## src/rtl/imem_loader.sv

```systemverilog
// imem_loader
// Serial program loader feeding the instruction memory write port. It takes a
// framed byte stream (LEN_LO, LEN_HI, 4N payload bytes LSB-first, CSUM) over
// a valid/ready handshake. It assembles little-endian 32-bit words and writes
// them to consecutive word addresses starting at 0. The CPU is held until a
// frame has loaded and its checksum matches.
//
// Ports:
//   clk, rst          system clock, synchronous active-high reset
//   start             begins a load (honoured only in IDLE, DONE or ERR)
//   in_valid/in_data  byte stream in; in_ready is the registered accept flag
//   imem_we           one-cycle write strobe per assembled word
//   imem_waddr/wdata  word-aligned byte address and data, held between writes
//   cpu_hold          CPU reset/stall request, low only in DONE
//   done, error       sticky load outcome flags
//   words_loaded      words written in the current frame
//
// state  | meaning
// -------+-----------------------------------------------------
// IDLE   | after reset, waiting for start
// LEN_LO | waiting for the low byte of the word count
// LEN_HI | waiting for the high byte; the length is checked here
// DATA   | receiving payload bytes, one write per 4 bytes
// CSUM   | waiting for the checksum byte
// DONE   | image loaded and verified; CPU released
// ERR    | bad length or checksum; CPU kept in hold
module imem_loader #(
    parameter int DEPTH  = 256,
    parameter int ADDR_W = 32
) (
    input  logic              clk,
    input  logic              rst,
    input  logic              start,
    input  logic              in_valid,
    input  logic [7:0]        in_data,
    output logic              in_ready,
    output logic              imem_we,
    output logic [ADDR_W-1:0] imem_waddr,
    output logic [31:0]       imem_wdata,
    output logic              cpu_hold,
    output logic              done,
    output logic              error,
    output logic [8:0]        words_loaded
);

    typedef enum logic [2:0] {
        S_IDLE, S_LEN_LO, S_LEN_HI, S_DATA, S_CSUM, S_DONE, S_ERR
    } state_t;

    localparam logic [16:0] DEPTH_L = 17'(DEPTH);

    state_t            state, next_state;
    logic [7:0]        len_lo;
    logic [15:0]       words_left;
    logic [1:0]        byte_idx;
    logic [23:0]       word_buf;
    logic [7:0]        csum;
    logic [ADDR_W-1:0] addr;

    logic        accept;
    logic [15:0] len_full;
    logic        len_bad;

    assign accept   = in_valid & in_ready;
    assign len_full = {in_data, len_lo};
    assign len_bad  = (len_full == 16'd0) || ({1'b0, len_full} > DEPTH_L);

    always_ff @(posedge clk) begin
        if (rst) state <= S_IDLE;
        else     state <= next_state;
    end

    always_comb begin
        next_state = state;
        case (state)
            S_IDLE, S_DONE, S_ERR:
                if (start) next_state = S_LEN_LO;
            S_LEN_LO:
                if (accept) next_state = S_LEN_HI;
            S_LEN_HI:
                if (accept) next_state = len_bad ? S_ERR : S_DATA;
            S_DATA:
                // words_left is a down-counter; terminal count is the last word
                if (accept && byte_idx == 2'd3 && words_left == 16'd1)
                    next_state = S_CSUM;
            S_CSUM:
                if (accept) next_state = (in_data == csum) ? S_DONE : S_ERR;
            default:
                next_state = S_IDLE;
        endcase
    end

    always_ff @(posedge clk) begin
        if (rst) begin
            in_ready     <= 1'b0;
            imem_we      <= 1'b0;
            imem_waddr   <= '0;
            imem_wdata   <= '0;
            cpu_hold     <= 1'b1;
            done         <= 1'b0;
            error        <= 1'b0;
            words_loaded <= '0;
            len_lo       <= '0;
            words_left   <= '0;
            byte_idx     <= '0;
            word_buf     <= '0;
            csum         <= '0;
            addr         <= '0;
        end else begin
            // Flags are decoded from next_state so they line up with the state register.
            in_ready <= (next_state == S_LEN_LO) || (next_state == S_LEN_HI) ||
                        (next_state == S_DATA)   || (next_state == S_CSUM);
            cpu_hold <= (next_state != S_DONE);
            imem_we  <= 1'b0;

            // Counts the write strobe issued on the previous edge.
            if (imem_we) words_loaded <= words_loaded + 9'd1;

            case (state)
                S_IDLE, S_DONE, S_ERR: begin
                    if (start) begin
                        done         <= 1'b0;
                        error        <= 1'b0;
                        words_loaded <= '0;
                        csum         <= '0;
                        byte_idx     <= '0;
                        addr         <= '0;
                    end
                end
                S_LEN_LO: begin
                    if (accept) len_lo <= in_data;
                end
                S_LEN_HI: begin
                    if (accept) begin
                        words_left <= len_full;
                        if (len_bad) error <= 1'b1;
                    end
                end
                S_DATA: begin
                    if (accept) begin
                        csum     <= csum + in_data;
                        byte_idx <= byte_idx + 2'd1;
                        case (byte_idx)
                            2'd0:    word_buf[7:0]   <= in_data;
                            2'd1:    word_buf[15:8]  <= in_data;
                            2'd2:    word_buf[23:16] <= in_data;
                            default: begin
                                imem_we    <= 1'b1;
                                imem_wdata <= {in_data, word_buf};
                                imem_waddr <= addr;
                                addr       <= addr + ADDR_W'(4);
                                words_left <= words_left - 16'd1;
                            end
                        endcase
                    end
                end
                S_CSUM: begin
                    if (accept) begin
                        if (in_data == csum) done  <= 1'b1;
                        else                 error <= 1'b1;
                    end
                end
                default: ;
            endcase
        end
    end

endmodule

```

## config.mk

```make
export PLATFORM = sky130hd
export DESIGN_NAME = imem_loader
export DESIGN_NICKNAME = d
export VERILOG_FILES = /design/src/rtl/imem_loader.sv
export SDC_FILE = /design/constraint.sdc
export NUM_CORES = 1
export LEC_CHECK = 0
export CAP_MARGIN = 20
export CORE_MARGIN = 10
export CORE_UTILIZATION = 25
export DETAILED_ROUTE_END_ITERATION = 8
export GPL_TIMING_DRIVEN = 0
export SYNTH_ARGS = -nofsm -noshare
export SYNTH_HDL_FRONTEND = slang
export SYNTH_SLANG_ARGS = --single-unit
```

## constraint.sdc

```tcl
create_clock -name clk -period 2.5 [get_ports clk]
set_input_delay 0.5 -clock clk [delete_from_list [all_inputs] [get_ports clk]]
set_output_delay 0.5 -clock clk [all_outputs]
set_load 0.03 [all_outputs]
```

After elaboration in Yosys (flattened, before gate mapping):

Index checks and enable logic that the tools add are counted.
Widths: inputs -> output; s select.

* bits in latches: 0
* output and inout port bits: 78
* memory bits (read-only): 0
* memories kept: 0
* flip-flop bits (word level): 171
* RAM bits: 0
* input bits: 12
* logic and storage cells: 112

* $add $sub $neg: 5
* order comparisons: 1
* shifts and indexed selects: 0
* bitwise gates (word level): 4
* multiplexer cells: 35
* reductions and logical operators: 26
* equality and inequality tests: 24
* divide/modulo/power cells: 0
* multipliers: 0

Operators with widths (number)
* $mux 32: 3
* $pmux 32 s2: 1
* $mux 16: 3
* $add 32x3->32 const B: 1
* $pmux 16 s2: 1
* $mux 9: 3
* $mux 3: 6
* $eq 16x1->1 const B: 1
* $gt 16x9->1 const B: 1
* $logic_not 16->1: 1
* $mux 8: 2
* $ne 2x2->1 const B: 8
* $pmux 8 s2: 1
* $sub 16x1->16 const B: 1
* $pmux 3 s5: 1
* $reduce_and 3->1: 5
* $eq 3x2->1 const B: 4
* $eq 3x3->1 const B: 4
* $reduce_and 4->1: 3
* $add 9x1->9 const B: 1
* $reduce_or 3->1: 3
* $add 8x8->8: 1
* $eq 8x8->1: 1
* $mux 1: 8
* 19 further kinds: 31

Longest topological paths before layout:

Gate-level depths: netlist (run 1).

* word-level depth: 9
* mapped depth: 8
* mapped depth without buffers: 8

Worst setup path before layout (run 1):

Ideal clock, no wire load.

* path kind: input to register
* start: input in_data[3]
* end: register in_ready
* arrival time: 2190 ps
* stages: 7
* path buffers: 0
* setup time: 123 ps
* setup slack: 186 ps
* cell sequence: ha_1 -> nor4_1 -> and3_1 -> and3b_1 -> nor4_2 -> nand4_1 -> mux2_1

* word-level cells in the longest chain between the ends: 9
* elaborated cells on any way between the ends: 16
* those cells by class: order compare: 1; eq/ne: 5; mux: 5; reduce/logical: 5

Ends and longest elaborated chain
* from (decl): line 35 `input logic [7:0] in_data,`
* $gt 16x9->1 or $logic_not 16->1 (tied branches): line 66 `assign len_bad = (len_full == 16'd0) || ({1'b0, len_full} > DEPTH_L);`
* $logic_or 1x1->1: line 66
* $mux 3 (2 in a row): line 81 `if (accept) next_state = len_bad ? S_ERR : S_DATA;`
* $pmux 3 s5 *: line 75 `case (state)`
* $eq 3x1->1 or $eq 3x2->1 (tied branches): line 111 `in_ready <= (next_state == S_LEN_LO) || (next_state == S_LEN_HI) ||`
* $logic_or 1x1->1 (2 in a row): line 111
* $logic_or 1x1->1 *: line 112 `(next_state == S_DATA) || (next_state == S_CSUM);`
* to (signal assigned): line 111
* to (decl): line 36 `output logic in_ready,`

Every way passes the cells marked *; elsewhere a longest branch is shown, timed or not.
A chain may end at the register's enable or synchronous reset.

Final worst setup path (run 1):

* start: input in_data[6]
* end: register in_ready

Same word-level chain as after synthesis.

==> results of run 1 <==
[cell families after synthesis]
family                     after synthesis  synth area share, %
muxes                                   11                 1.53
buffers and inverters                   73                 4.06
adders and majority gates               17                 2.99
and+or+nand+nor                        409                 26.2
other                                    1               0.0509
AOI/OAI and AO/OA                      187                 14.7
xor gates and xnor gates                43                 5.11
DFF                                    167                 45.4
[layout by cell type, fill, tap and decap left out, types with 7 or more instances in the layout]
cell type / instances
nand4_1: 14
a22oi_1: 12
o21ai_0: 21
clkbuf_16: 17
nand2_1: 189
nor3_1: 15
xor2_1: 16
buf_2: 11
xnor2_1: 27
dfxtp_1: 167
nor4_2: 13
a211oi_1: 7
nor2_1: 93
clkdlybuf4s50_1: 79
inv_1: 13
clkbuf_1: 41
a21oi_1: 118
mux2i_1: 9
nand3_1: 44
ha_1: 14
[sequential cells by signal, summed over array words and instances, names as in the netlist, 2 cells and up]
| name | flops |
|---|---|
| len_lo | 8 |
| byte_idx | 2 |
| word_buf | 24 |
| words_left | 16 |
| addr | 30 |
| imem_wdata | 32 |
| imem_waddr | 30 |
| csum | 8 |
| state | 3 |
| words_loaded | 9 |
[power groups by stage]
stage	Clock [W]	Combinational, W	Sequential, W
2_1_floorplan	0	0.000188	0.00275
3_5_place_dp	0	0.000314	0.00274
4_1_cts	0.00259	0.000315	0.00268
3_3_place_gp	0	0.000313	0.00274
5_1_grt	0.00271	0.000343	0.00268
6_report	0.00254	0.000315	0.00268
[synthesized netlist by cell type (6+ instances only)]
library cell and n:
inv_1 13, nand2_1 190, mux2i_1 9, ha_1 16
a21o_1 6, a21oi_1 118, nor3_1 16, nor4_1 6
dfxtp_1 167, xor2_1 16, a211oi_1 7, nand4_1 14
o21ai_0 21, nand3_1 44, nor4_2 11, nor2_1 93
clkbuf_1 46, xnor2_1 27, buf_2 8, a22oi_1 12
[repair_timing]
item                                   4_1_cts  5_1_grt
endpoints found under the hold margin        0        0
setup endpoints to repair                   67       94
setup buffers                                0        1
cloned                                       0        0
pin swaps                                    0        1
gates resized for setup                     22       22
hold buffers                                 0        0
[worst max-delay path, delay by kind of cell]
kind / cells / cell delay, ps
simple gates: 5 / 1150
mux: 1 / 320
fa+ha+maj: 1 / 410
buf+inv: 1 / 320
[path summary, 6_finish.rpt]
check,from,to,depth (start not counted)
setup / recovery,in_data[6],in_ready$_SDFF_PP0_,8
hold / removal,in_data[3],imem_wdata[27]$_SDFFE_PP0P_,3
setup reg to reg,len_lo[3]$_SDFFE_PP0P_,in_ready$_SDFF_PP0_,6
hold reg to reg,word_buf[16]$_SDFFE_PP0P_,imem_wdata[16]$_SDFFE_PP0P_,2
[final cells by class]
| type | instances | share of cell area (%) |
|---|---|---|
| sequential | 167 | 35.9 |
| clock buffer | 17 | 4.57 |
| timing repair buffer | 86 | 9.10 |
| buffer | 60 | 2.75 |
| inverter | 13 | 0.524 |
| tap | 384 | 5.16 |
| clock inverter | 15 | 1.44 |
| multi-input combinational | 669 | 40.6 |
[routing by layer]
layer	track usage [%]	vias up
li1	-	3322
met1	15.7	3227
met2	18.9	183
met3	3.26	26
met4	3.55	0
met5	0	-
[through the flow]
stage                     hold WS [ps]  std cells  worst slack (ps)  instance area [sq um]  utilization, %
after floorplan                    432        909               186                   7370               -
after global placement             441       1378             -1090                   8700            30.2
after detailed placement           446       1378             -1110                   8700            30.2
after CTS                          431       1410             -50.3                   9290            32.2
after global routing               443       1411             -15.1                   9310            32.3
final                              451       1411               108                   9310            32.3
==> impl_metrics.csv, run 1 <==
group,metric,value,unit
routing,top_layer_used,"met4",
sta,finalHoldViolCount,0,
setup_path,end_kind,"flop",
routing,remaining_drc_errors,0,
setup_path,cpMostUsedCell,"nor4_2",
power,p_comb_share,5.7,%
clock_tree,clk_path_buf_depth,2,
logic_synthesis,synth_warnings,0,
sta,grt_setup_unrepaired,"yes",
logic_synthesis,ys_types,62,
placement,finalWeightedCongestion,0.836,
grt,grt_usage,12.0,%
clock_tree,htree_num_levels,4,
routing,drt_first_iter_violations,488,
final_layout,diodes,0,
routing,wl_met3,1.42,mm
placement,io_buffers,85,
logic_synthesis,synth_flop_cell,"dfxtp_1",
setup_path,critical_path.max_stage_delay,410,ps
setup_path,path_cells,"clkdlybuf4s15_2 > ha_1 > nor4_2 > and3_2 > and3b_1 > nor4_2 > nand4_1 > mux2_1",
clock_tree,path_clk_slew,70,ps
setup_path,start_kind,"primary input",
floorplanning,dieWidth,192,microns
power,p_sw,0.00147,W
sta,final_max_slew_viol_count,0,
logic_synthesis,synthArstFlopShare,0,%
logic_synthesis,syn_area,7370,sq um
logic_synthesis,ys_top_cells_by_area,"dfxtp_1 45%, nand2_1 9.7%, a21oi_1 8.0%",
logic_synthesis,synth_top_area_cell,"dfxtp_1",
clock_tree,cts.sinks,167,
routing,antenna_left,0,
floorplanning,ios,90,
grt,grt_pass1_vias,6418,
grt,grt-ovfl-total,0,
setup_path,crit_slowest_cell,"ha_1",
final_layout,seqCellArea,3340,sq um
grt,grt_pass1_wl,35.1,mm
floorplanning,coreArea,28900,sq um
sta,period_needed,2390,ps
sta,tns,0,ps
flow_run,drv_cap,0,
routing,routed_wl,22.1,mm
routing,wl_met1,10.2,mm
floorplanning,initial_core_util,25.5,%
power,p_int,0.00407,W
sta,finalCritPeriodShare,95.7,%
placement,dpl.hpwl,15.9,mm
routing,first_pass_iters,5,
final_layout,final_nets,1043,
logic_synthesis,synth_cells,908,
clock_tree,clkLatencyLatePin,440,ps
sta,skew,15.0,ps
setup_path,reg2reg_slack,120,ps
final_layout,drive_gt1_share,8.47,%
setup_path,cp.arrival,2720,ps
floorplanning,rows,62,
sta,worst_pin_slew,817,ps
routing,met2_length,10.2,mm
run_status,status,"complete, no violations",
min_path,hold_class,"in2reg",
power,power,0.00554,W
clock_tree,tritoncts,"done",
logic_synthesis,synth-seq-cells,167,
power,p_clk_share,45.9,%
floorplanning,fp.dieH,192,microns
sta,max_slew_margin,45.5,%
logic_synthesis,synth-edff-count,0,
sta,setup_violations,0,
clock_tree,cts-root-buf,"clkbuf_16",
grt,grt_max_degree,18,
setup_path,critPathRequiredTime,2830,ps
logic_synthesis,ys_seq_area_share,45.4,%
floorplanning,die_area,36700,sq um
setup_path,critPathMaxFanout,8,
power,leakage,2.98,nW
routing,drt-vias-per-instance,4.79,
routing,wl_per_cell,15.7,microns
final_layout,multiInputGateArea,3780,sq um
power,p_per_area,595,nW/um^2
final_layout,fillers,3086,
clock_tree,cts_buffers,17,
setup_path,worstSetupPathType,"in2reg",
final_layout,area_delta_synth_final,26.3,%
routing,dr_total_vias,6758,
power,irDropWorstVdd,0.366,mV
power,power_frac_seq,48.4,%
sta,fmax,418,MHz
power,sw_frac_of_total,26.5,%
grt,antenna_found_initial,0,
logic_synthesis,netlist.area_leader.share,45.4,%
logic_synthesis,avgSynthCellArea,8.12,sq um
Power figures use the tool's default switching activity.
==> run 2, diff against run 1 <==
- CORE_UTILIZATION: 25 -> 55
- PLACE_DENSITY: default -> 0.79
==> impl_metrics.csv, run 2 (synthesized netlist as in run 1, its figures left out) <==
group,metric,value,unit
grt,antenna_found_initial,0,
routing,top_layer_used,"met4",
sta,fmax,396,MHz
grt,grt-ovfl-total,0,
final_layout,diodes,0,
routing,antenna_left,0,
floorplanning,coreArea,13200,sq um
routing,first_pass_iters,7,
setup_path,cp.arrival,2840,ps
min_path,hold_class,"in2reg",
sta,period_needed,2520,ps
sta,worst_slack,-23.4,ps
setup_path,cp_top_family,"simple AND/OR/NAND/NOR gates",
placement,io_buffers,85,
power,p_comb_share,5.3,%
grt,grt_usage,21.5,%
grt,grt_pass1_wl,32.1,mm
clock_tree,clkLatencyLatePin,430,ps
clock_tree,path_clk_slew,60,ps
setup_path,cp-startpoint,"in_data[4]",
routing,dr_total_vias,6854,
sta,grt_setup_unrepaired,"yes",
placement,dpl_cell_area,8440,sq um
power,p_per_area,644,nW/um^2
setup_path,path_buf_inv,1,
routing,wl_met1,8.04,mm
sta,skew,9.86,ps
final_layout,layout_common_cells,"189 x nand2_1, 167 x dfxtp_1, 118 x a21oi_1",
clock_tree,clk_path_buf_depth,2,
setup_path,path_cells,"dlygate4sd2_1 > ha_1 > nor3_1 > and3_4 > and3b_1 > nor4_4 > nand4_1 > mux2_1",
clock_tree,cts.sinks,167,
floorplanning,rows,42,
setup_path,critical_path.max_stage_delay,490,ps
sta,max_slew_margin,50.2,%
grt,grt_pass1_vias,6439,
final_layout,largest_reg_flops,32,
setup_path,start_kind,"primary input",
power,p_int,0.00460,W
sta,setup_violations,1,
final_layout,top_register,"imem_wdata",
routing,wl_per_cell,16.1,microns
placement,finalWeightedCongestion,0.910,
flow_run,drv_cap,0,
power,p_sw,0.00130,W
setup_path,worstSetupPathType,"in2reg",
setup_path,critPathMaxFanout,8,
routing,met2_length,9.05,mm
routing,routed_wl,19.3,mm
power,power_frac_seq,45.4,%
sta,tns,-23.4,ps
floorplanning,ios,90,
sta,finalHoldViolCount,0,
clock_tree,cts_hold_buf,0,
final_layout,final_nets,1043,
final_layout,area_delta_synth_final,24.4,%
clock_tree,htree_num_levels,4,
setup_path,crit_slowest_cell,"dlygate4sd2_1",
routing,drt-vias-per-instance,5.70,
routing,remaining_drc_errors,0,
power,p_clk_share,49.3,%
clock_tree,cts-root-buf,"clkbuf_16",
run_status,failed_checks,"negative setup slack",
final_layout,final_common_cell,"nand2_1",
routing,drt_first_iter_violations,581,
final_layout,drive_gt1_share,7.79,%
sta,finalCritPeriodShare,101,%
setup_path,critPathRequiredTime,2810,ps
power,power,0.00591,W
floorplanning,initial_core_util,55.9,%
final_layout,reg_top3,"imem_wdata x32, addr x30, imem_waddr x30",
setup_path,end_kind,"flop",
clock_tree,cts_buffers,17,
clock_tree,tritoncts,"done",
run_status,status,"finished, violations left",
setup_path,rr_startpoint,"words_left[12]$_SDFFE_PP0P_",
placement,dpl.hpwl,13.4,mm
floorplanning,fp.dieH,136,microns
power,irDropWorstVdd,0.451,mV
min_path,min_from,"in_data[7]",
power,sw_frac_of_total,22.0,%
floorplanning,dieWidth,136,microns
floorplanning,die_area,18400,sq um
final_layout,stdcell_area,9170,sq um
final_layout,postLayoutCoreUtil,69.5,%
grt,grt_max_degree,17,
sta,final_max_slew_viol_count,0,
power,leakage,3.04,nW
sta,worst_pin_slew,747,ps
routing,wl_met3,1.68,mm
[run 2: cell count changes in the layout (fill, tap and decap cells not counted), moves of 2 or more]
cell             previous run  this run
inv_6                       4         1
clkbuf_1                   41        43
inv_8                       4         0
clkdlybuf4s15_2             3         5
clkbuf_2                    5         3
clkbuf_8                    0         6
bufinv_16                   0         4
ha_1                       14        16
ha_2                        2         0
buf_2                      11         8
nor4_2                     13        11
clkinvlp_4                  6         2
[run 2: area by class of cell]
type | count | area [sq um]
repair buffers | 86 | 863
plain buffers | 60 | 254
multi-input cells | 669 | 3770
well taps | 176 | 220
fillers | 1089 | 4020
clock buffers | 23 | 508
flip-flops and latches | 167 | 3340
inverters | 13 | 48.8
clock inverters | 9 | 161
[run 2: per-stage QoR]
stage | hold slack (ps) | setup WS [ps] | instances
after global routing | 468 | -79.3 | 1203
after global placement | 441 | -937 | 1170
after CTS | 433 | -35.9 | 1202
final | 444 | -23.4 | 1203
after floorplan | 432 | 186 | 909
after detailed placement | 444 | -884 | 1170
[run 2: power by group through the flow]
stage               Combinational (W)  Clock, W  Sequential (W)
floorplan                    0.000188         0         0.00275
global placement             0.000298         0         0.00274
detailed placement           0.000299         0         0.00274
CTS                          0.000300   0.00294         0.00268
global route                 0.000334   0.00307         0.00268
finish                       0.000311   0.00291         0.00268
[run 2: worst min-delay path: cells and delay by family]
family                 cells  cell delay (ps)
AOI/OAI and AO/OA          1               50
buffers and inverters      1              190
and+or+nand+nor            1               90
[run 2: repair_timing]
item	4_1_cts	5_1_grt
hold endpoints to repair	0	0
gates resized for setup	18	11
buffers inserted	0	1
endpoints found under the setup margin	65	95
pin swaps	0	1
[run 2: path summary, 6_finish.rpt]
kind | end | cells after the start | slack [ps]
max | in_ready$_SDFF_PP0_ | 8 | -20
min | imem_wdata[31]$_SDFFE_PP0P_ | 3 | 440
max reg2reg | in_ready$_SDFF_PP0_ | 6 | 130
min reg2reg | imem_wdata[26]$_SDFFE_PP0P_ | 2 | 450
[run 2: routing by layer]
layer | vias up | track usage (%)
met5 | - | 0
met4 | 0 | 8.55
met3 | 51 | 5.90
met2 | 268 | 34.4
met1 | 3215 | 26.7
li1 | 3320 | -
==> run 3, diff against run 2 <==
- MAX_ROUTING_LAYER: default -> met4
==> impl_metrics.csv, run 3 (synthesized netlist as in run 1, its figures left out) <==
group,metric,value,unit
run_status,status,"complete, no violations",
final_layout,largest_reg_flops,32,
placement,dpl.hpwl,13.5,mm
floorplanning,die_area,18400,sq um
power,irDropWorstVdd,0.448,mV
sta,hold_ws,447,ps
final_layout,final_nets,1044,
grt,grt_usage,22.4,%
sta,worst_pin_slew,760,ps
routing,drt_first_iter_violations,486,
clock_tree,path_clk_slew,60,ps
final_layout,fillers,1108,
setup_path,end_kind,"flop",
routing,antenna_left,0,
power,p_int,0.00417,W
final_layout,area_delta_synth_final,23.2,%
grt,grt_pass1_vias,6542,
clock_tree,clk_path_buf_depth,2,
sta,final_max_slew_viol_count,0,
final_layout,diodes,0,
setup_path,reg2reg_slack,130,ps
min_path,hold_end,"imem_wdata[31]$_SDFFE_PP0P_",
grt,grt_max_degree,17,
grt,antenna_found_initial,0,
final_layout,reg_top3,"imem_wdata x32, addr x30, imem_waddr x30",
floorplanning,ios,90,
routing,first_pass_iters,5,
setup_path,start_kind,"primary input",
routing,remaining_drc_errors,0,
placement,io_buffers,85,
power,sw_frac_of_total,24.3,%
setup_path,critPathRequiredTime,2820,ps
flow_run,drv_cap,0,
clock_tree,cts_hold_buf,0,
clock_tree,htree_num_levels,4,
clock_tree,cts.sinks,167,
final_layout,final_common_cell,"nand2_1",
clock_tree,cts-root-buf,"clkbuf_16",
setup_path,worstSetupPathType,"in2reg",
sta,max_slew_margin,49.4,%
grt,grt-ovfl-total,0,
setup_path,rr_startpoint,"words_left[2]$_SDFFE_PP0P_",
placement,finalWeightedCongestion,0.930,
setup_path,reg2reg_depth,6,
min_path,hold_class,"in2reg",
min_path,min_from,"in_data[7]",
setup_path,timing.rr.end,"in_ready$_SDFF_PP0_",
power,p_clk_share,45.6,%
routing,drt-vias-per-instance,5.66,
sta,finalCritPeriodShare,98.2,%
power,power_frac_seq,48.7,%
power,p_per_area,607,nW/um^2
final_layout,finalNonFillerCells,1203,
min_path,min_path_cells,3,
final_layout,top_register,"imem_wdata",
routing,dr_total_vias,6803,
floorplanning,initial_core_util,55.9,%
setup_path,critPathMaxFanout,8,
power,power,0.00551,W
power,leakage,3.00,nW
final_layout,postLayoutCoreUtil,68.8,%
clock_tree,clkLatencyLatePin,440,ps
sta,tns,0,ps
floorplanning,fp.dieH,136,microns
sta,finalHoldViolCount,0,
sta,skew,10.3,ps
final_layout,layout_common_cells,"189 x nand2_1, 167 x dfxtp_1, 118 x a21oi_1",
power,p_comb_share,5.7,%
placement,placedCellCount,1170,
sta,fmax,407,MHz
floorplanning,coreArea,13200,sq um
power,p_sw,0.00134,W
clock_tree,cts_buffers,17,
setup_path,cp.arrival,2770,ps
routing,wl_per_cell,16.4,microns
floorplanning,rows,42,
sta,period_needed,2460,ps
grt,grt_pass1_wl,32.6,mm
floorplanning,dieWidth,136,microns
sta,setup_violations,0,
final_layout,drive_gt1_share,8.57,%
clock_tree,tritoncts,"done",
routing,routed_wl,19.8,mm
run 3: changes by cell type in the layout (fill, tap and decap cells not counted), moves of 2 or more:
cell,before,now
clkbuf_8,6,1
inv_6,1,5
bufinv_16,4,1
clkbuf_2,3,6
clkinv_2,0,3
ha_1,16,13
ha_2,0,3
clkbuf_1,43,41
clkdlybuf4s15_2,5,3
run 3: cell type report:
type	instances	area, sq um	area share [%]
clock inverter	13	121	1.34
tap	176	220	2.43
multi-input combinational	669	3790	41.7
timing repair buffer	87	860	9.47
sequential	167	3340	36.8
buffer	60	256	2.83
inverter	13	48.8	0.538
clock buffer	18	439	4.84
run 3: layer usage:
metal  vias up  share of wire [%]  global-route usage [%]
met3        35                6.7                    4.34
met5         -                  0                       -
met2       226                 47                    35.1
met4         0                2.1                    9.21
li1       3321                  -                       -
met1      3221                 44                    27.6
run 3: through the flow:
| step | cell area [sq um] | worst slack (ps) |
|---|---|---|
| finish | 9080 | 44.3 |
| global route | 9080 | -30.2 |
| CTS | 9020 | 5.49 |
| detailed placement | 8440 | -958 |
| global placement | 8440 | -961 |
| floorplan | 7370 | 186 |
run 3: worst max-delay path by stage:
stage	from	endpoint	slack, ps	cells after the start
final	in_data[2]	in_ready$_SDFF_PP0_	40	8
after floorplan	in_data[3]	in_ready$_SDFF_PP0_	190	7
after detailed placement	in_data[1]	in_ready$_SDFF_PP0_	-960	8
after CTS	in_data[4]	in_ready$_SDFF_PP0_	5	8
after global routing	in_data[2]	in_ready$_SDFF_PP0_	-30	8
after global placement	in_data[1]	in_ready$_SDFF_PP0_	-960	8
run 3: power by group through the flow:
stage	Combinational, W	Sequential [W]	Clock, W
2_1_floorplan	0.000188	0.00275	0
3_3_place_gp	0.000298	0.00274	0
3_5_place_dp	0.000301	0.00274	0
4_1_cts	0.000301	0.00268	0.00254
5_1_grt	0.000336	0.00268	0.00265
6_report	0.000312	0.00268	0.00251
run 3: timing repair:
action | in CTS | in global routing
endpoints found under the setup margin | 65 | 94
pin swaps | 1 | 1
resized for setup | 19 | 24
buffers inserted | 0 | 2
run 3: critical path: stages:
cell,delay [ps]
clkdlybuf4s18_2,370
ha_2,380
nor4_2,270
and3_2,280
and3b_1,210
nor4_4,280
nand4_1,160
mux2_1,320
